[src/rtl/siggen_multi.sv]
// Multi-channel programmable pulse-train generator. Each channel runs
// independently in continuous, burst or one-shot mode with double-buffered config.
module siggen_multi #(
    parameter int NCH     = 2,
    parameter int CNT_W   = 24,
    parameter int BURST_W = 8
) (
    input  logic               sysclk,
    input  logic               rst_n,
    input  logic               cfg_we,
    input  logic [2:0]         cfg_ch,
    input  logic [1:0]         cfg_mode,
    input  logic [CNT_W-1:0]   cfg_period,
    input  logic [CNT_W-1:0]   cfg_high,
    input  logic [BURST_W-1:0] cfg_burst,
    input  logic [NCH-1:0]     trig,
    output logic [NCH-1:0]     sigout,
    output logic [NCH-1:0]     period_tick,
    output logic [NCH-1:0]     busy
);

    typedef enum logic [1:0] {
        MODE_OFF     = 2'b00,
        MODE_CONT    = 2'b01,
        MODE_BURST   = 2'b10,
        MODE_ONESHOT = 2'b11
    } mode_t;

    typedef enum logic {
        ST_IDLE = 1'b0,
        ST_RUN  = 1'b1
    } state_t;

    typedef struct packed {
        mode_t              mode;
        logic [CNT_W-1:0]   period;
        logic [CNT_W-1:0]   high;
        logic [BURST_W-1:0] burst;
    } cfg_t;

    function automatic logic burst_like(input mode_t m);
        return (m == MODE_BURST) || (m == MODE_ONESHOT);
    endfunction

    // One-shot behaves as a burst of exactly one period.
    function automatic logic [BURST_W-1:0] burst_len(input cfg_t c);
        return (c.mode == MODE_ONESHOT) ? BURST_W'(1) : c.burst;
    endfunction

    cfg_t cfg_bus;
    assign cfg_bus = '{mode: mode_t'(cfg_mode), period: cfg_period,
                       high: cfg_high, burst: cfg_burst};

    for (genvar ch = 0; ch < NCH; ch++) begin : g_ch
        state_t             state_q, state_d;
        cfg_t               act_q, act_d, shd_q, shd_d;
        cfg_t               eff, nxt;
        logic               pend_q, pend_d;
        logic [CNT_W-1:0]   cnt_q, cnt_d, cnt_inc;
        logic [BURST_W-1:0] rem_q, rem_d;
        logic               sig_q, sig_d, tick_q, tick_d;
        logic               we, wrap, realign, last, stop;

        assign we      = cfg_we && (cfg_ch == 3'(ch));
        assign cnt_inc = cnt_q + CNT_W'(1);

        always_comb begin
            // NOTE: every variable gets a default before any branch, so no path
            // leaves one unassigned and no latch is inferred.
            state_d = state_q;
            act_d   = act_q;
            shd_d   = shd_q;
            pend_d  = pend_q;
            cnt_d   = cnt_q;
            rem_d   = rem_q;
            sig_d   = sig_q;
            tick_d  = 1'b0;
            stop    = 1'b0;
            // An idle channel sees a same-cycle write before it evaluates trig.
            eff     = we ? cfg_bus : act_q;
            nxt     = pend_q ? shd_q : act_q;
            wrap    = (cnt_q == act_q.period - CNT_W'(1));
            realign = trig[ch] && (act_q.mode == MODE_CONT);
            last    = burst_like(act_q.mode) && (rem_q == BURST_W'(1));

            if (state_q == ST_IDLE) begin
                act_d = eff;
                if ((!we && act_q.mode == MODE_CONT && act_q.period != '0) ||
                    (trig[ch] && burst_like(eff.mode) && eff.period != '0 &&
                     burst_len(eff) != '0)) begin
                    state_d = ST_RUN;
                    cnt_d   = '0;
                    sig_d   = (eff.high != '0);
                    tick_d  = 1'b1;
                    rem_d   = burst_len(eff);
                end
            end else begin
                if (wrap || realign) begin
                    // Period boundary: pending shadow becomes active for the next period.
                    act_d  = nxt;
                    pend_d = 1'b0;
                    stop   = last || (nxt.mode == MODE_OFF) || (nxt.period == '0) ||
                             (burst_like(nxt.mode) && !burst_like(act_q.mode) &&
                              burst_len(nxt) == '0);
                    if (stop) begin
                        state_d = ST_IDLE;
                        sig_d   = 1'b0;
                        cnt_d   = '0;
                    end else begin
                        cnt_d  = '0;
                        sig_d  = (nxt.high != '0);
                        tick_d = 1'b1;
                        rem_d  = burst_like(act_q.mode) ? rem_q - BURST_W'(1)
                                                        : burst_len(nxt);
                    end
                end else begin
                    cnt_d = cnt_inc;
                    sig_d = (cnt_inc < act_q.high);
                end
                if (we) begin
                    if (stop) begin
                        act_d = cfg_bus;
                    end else begin
                        shd_d  = cfg_bus;
                        pend_d = 1'b1;
                    end
                end
            end
        end

        // NOTE: state registers use non-blocking assignments so every flop
        // samples the pre-edge values regardless of evaluation order.
        always_ff @(posedge sysclk or negedge rst_n) begin
            if (!rst_n) begin
                state_q <= ST_IDLE;
                act_q   <= '0;
                shd_q   <= '0;
                pend_q  <= 1'b0;
                cnt_q   <= '0;
                rem_q   <= '0;
                sig_q   <= 1'b0;
                tick_q  <= 1'b0;
            end else begin
                state_q <= state_d;
                act_q   <= act_d;
                shd_q   <= shd_d;
                pend_q  <= pend_d;
                cnt_q   <= cnt_d;
                rem_q   <= rem_d;
                sig_q   <= sig_d;
                tick_q  <= tick_d;
            end
        end

        assign sigout[ch]      = sig_q;
        assign period_tick[ch] = tick_q;
        assign busy[ch]        = (state_q == ST_RUN);
    end

endmodule

[config.mk]
export PLATFORM = sky130hd
export DESIGN_NAME = siggen_multi
export DESIGN_NICKNAME = d
export VERILOG_FILES = /design/src/rtl/siggen_multi.sv
export SDC_FILE = /design/constraint.sdc
export NUM_CORES = 1
export LEC_CHECK = 0
export ABC_AREA = 1
export BUFFER_PORTS_ARGS = -buffer_cell sky130_fd_sc_hd__buf_4
export CAP_MARGIN = 20
export CORE_AREA = 2 2 283 285
export CTS_CLUSTER_DIAMETER = 150
export DETAILED_ROUTE_END_ITERATION = 10
export DIE_AREA = 0 0 285 287
export GPL_ROUTABILITY_DRIVEN = 0
export PLACE_DENSITY_LB_ADDON = 0.12
export SLEW_MARGIN = 10
export SYNTH_ARGS = -nofsm -noshare
export SYNTH_HDL_FRONTEND = slang
export SYNTH_SLANG_ARGS = --single-unit
[constraint.sdc]
create_clock -name sysclk -period 2.8 [get_ports sysclk]
set_input_delay 0.42 -clock sysclk [delete_from_list [all_inputs] [get_ports sysclk]]
set_output_delay 0.42 -clock sysclk [all_outputs]
set_load 0.005 [all_outputs]
==> qor.csv <==
metric,value,unit
run_status,finished with violations,
violations,setup timing,
die_h,287,um
post-route-period-util,110,%
relSlewSlack,56.4,%
area_growth,25.8,%
place_area,27200,um2
ys_seq_elements,304,
hold_path.class,in -> reg,
drtAntennaViolNets,0,
ys_types,45,
fillCellCount,8513,
layout-drive-gt1-share,16.3,%
ys_seq_area_share,32.5,%
intPower,0.0147,W
grt_pass1_vias,23500,
antenna_found_initial,0,
synthArstFlopShare,100,%
synthTopCellsByArea,"dfrtp_1, nand2_1, o21ai_0",
clock_sinks,304,
drt_iter0_markers,1830,
synth.net_count,3841,
clockBufferDepth,3,
first_pass_iters,8,
grt_pass1_wl,145,mm
syn_inst,3721,
cp_top_family,simple AND/OR/NAND/NOR gates,
num_rows,103,
grt_max_degree,60,
r2r_cells,23,
synth-compound-area-share,10.9,%
synthAdderAreaFrac,2.88,%
start_kind,flip-flop,
synth_top_family_by_area,simple AND/OR/NAND/NOR gates,
cts_tree,built,
cp_slowest_cell,dfrtp_1,
overflow,0,
skew,40.0,ps
min_period,3080,ps
path_cells,ha_2 > nand2_2 > nor3_2 > nand2_1 > inv_1 > nand2_2 > nor3_2 > nand3_1 > nor2_2 > nand3_2 > xor2_2 > inv_1 > ha_1 > nand2_1 > inv_1 > nand3_1 > nor2_2 > nor4b_2 > nand2_1 > nand3_1 > o21ai_1 > nand2_1 > nand2_1,
setup_tns,-347,ps
synthMuxAreaShare,0,%
dieArea,81800,um2
p_leak,14.8,nW
synth_top_area_cell,dfrtp_1,
hold_depth,3,
hold_viol,0,
rsz0062_at_grt,true,
r2r-end,g_ch[0].sig_q$_DFFE_PN0P_,
die_x,285,um
hpwl,67.9,mm
final_cell_mix,"nand2_1, o21ai_0, buf_4",
final_nets,4085,
worstSetupPathType,reg -> reg,
r2r_slack,-280,ps
switching_power,0.0130,W
maxSlewViolCount,0,
worst_slew_pin_slew,654,ps
ios,72,
comb_power_share,53.6,%
seqPwrFrac,26.7,%
port-buffer-count,71,
hold-path-endpoint,g_ch[0].shd_q[49]$_DFFE_PN0P_,
required,3280,ps
insertion_delay,610,ps
syn_area,23400,um2
clk_root_buffer_cell,clkbuf_16,
final_common_cell,nand2_1,
powerDensity,942,nW/um2
path_buf_inv,3,
synth-xor-area-share,3.18,%
stdcell_area,29500,um2
post_drt_wl_per_cell,18.8,um
synth_top_area_share,32.5,%
cts_buffers,43,
core-area,78600,um2
setup_viol,2,
end_kind,flip-flop,
cp.arrival,3560,ps
critPathMaxFanout,3,
yosys.area_share.simple,41.5,%
slowest_delay,380,ps
clkSlewWorstSetupHoldPaths,60,ps
syn_avg_cell_area,6.29,um2
vdd_drop_max,461,uV
cap_violations,0,
cts_htree_levels,2,
synth_edf_count,0,
drc,0,
start_util,29.8,%
vias,24900,
r2r-start,g_ch[0].cnt_q[0]$_DFFE_PN0P_,
power_frac_clock,19.8,%
crit_top_cell,nand2_1,
gr-usage-all-layers,22.7,%
power,0.0277,W
routed_wl,95.1,mm
fmax,0.325,GHz
ys_warn_count,0,
via_per_inst,4.93,
setup_slack,-275,ps
synth_ff_type,dfrtp_1,
path_depth,23,
min_from,cfg_period[17],
antenna_cells,0,
sw_frac_of_total,46.9,%
==> per-stage QoR <==
stage	util [%]	hold slack (ps)	std cells	setup WS, ps
2_1_floorplan	-	124	3721	-65.5
3_3_place_gp	34.6	392	4943	-365
3_5_place_dp	34.6	395	4943	-438
4_1_cts	36.7	117	5030	-311
5_1_grt	37.5	135	5046	-556
6_report	37.5	143	5046	-275
==> synthesized netlist by cell type, types with 13 or more instances <==
master / count
a21oi_1: 38
buf_2: 66
buf_4: 13
clkbuf_1: 126
dfrtp_1: 304
ha_1: 54
inv_1: 280
nand2_1: 1571
nand3_1: 218
nand4_1: 193
nor2_1: 172
nor3_1: 24
o21ai_0: 378
o22ai_1: 30
or2_2: 41
xnor2_1: 23
xor2_1: 57
==> worst max-delay path by stage <==
stage,from,endpoint
detailed placement,g_ch[0].cnt_q[0]$_DFFE_PN0P_,g_ch[0].sig_q$_DFFE_PN0P_
CTS,g_ch[0].cnt_q[0]$_DFFE_PN0P_,g_ch[0].sig_q$_DFFE_PN0P_
finish,g_ch[0].cnt_q[0]$_DFFE_PN0P_,g_ch[0].sig_q$_DFFE_PN0P_
floorplan,g_ch[0].cnt_q[0]$_DFFE_PN0P_,g_ch[0].sig_q$_DFFE_PN0P_
global route,g_ch[0].cnt_q[2]$_DFFE_PN0P_,g_ch[0].sig_q$_DFFE_PN0P_
global placement,g_ch[0].cnt_q[0]$_DFFE_PN0P_,g_ch[0].sig_q$_DFFE_PN0P_
==> area by class of cell <==
class / count / area [um2] / area share [%]
clock buffer: 62 / 1260 / 4.27
clock inverter: 14 / 116 / 0.395
inverter: 291 / 1100 / 3.73
multi-input combinational: 2903 / 14100 / 48.0
sequential: 304 / 7620 / 25.9
tap: 1050 / 1310 / 4.46
timing repair buffer: 422 / 3920 / 13.3
==> layer usage <==
metal	global-route usage, %	up-vias	wire [um]
met2	34.7	590	41100
met5	0	-	0
li1	-	12600	-
met1	33.5	11600	47000
met4	6.82	0	2710
met3	2.44	114	4270
==> worst min-delay path, cell delays in order <==
cell and delay (ps):
buf_4 140, nand4_1 80, nand2_1 50
==> flip-flops by register name, summed over array words and instances, names as in the netlist <==
signal	count
g_ch.act_q	116
g_ch.cnt_q	48
g_ch.pend_q	2
g_ch.rem_q	16
g_ch.shd_q	116
g_ch.sig_q	2
g_ch.state_q	2
g_ch.tick_q	2
==> kinds of logic after synthesis <==
| logic type | after synthesis |
|---|---|
| XOR/XNOR | 82 |
| buffers and inverters | 515 |
| adder cells (fa/ha/maj) | 54 |
| AND/OR/NAND/NOR | 2281 |
| flip-flops | 304 |
| AO/OA/AOI/OAI | 485 |
==> power groups by stage <==
stage	clock (W)	combinational [W]	sequential, W
global placement	0	0.0142	0.00742
finish	0.00549	0.0149	0.00740
detailed placement	0	0.0142	0.00741
floorplan	0	0.00952	0.00689
CTS	0.00565	0.0143	0.00736
global route	0.00579	0.0168	0.00761
==> timing repair <==
item,CTS,global route
endpoints found under the hold margin,46,0
hold buffers,1,0
setup buffers,9,8
pin swaps,4,23
setup endpoints to repair,91,296
gates cloned,1,8
resized for setup,22,93
Power figures use the tool's default switching activity.
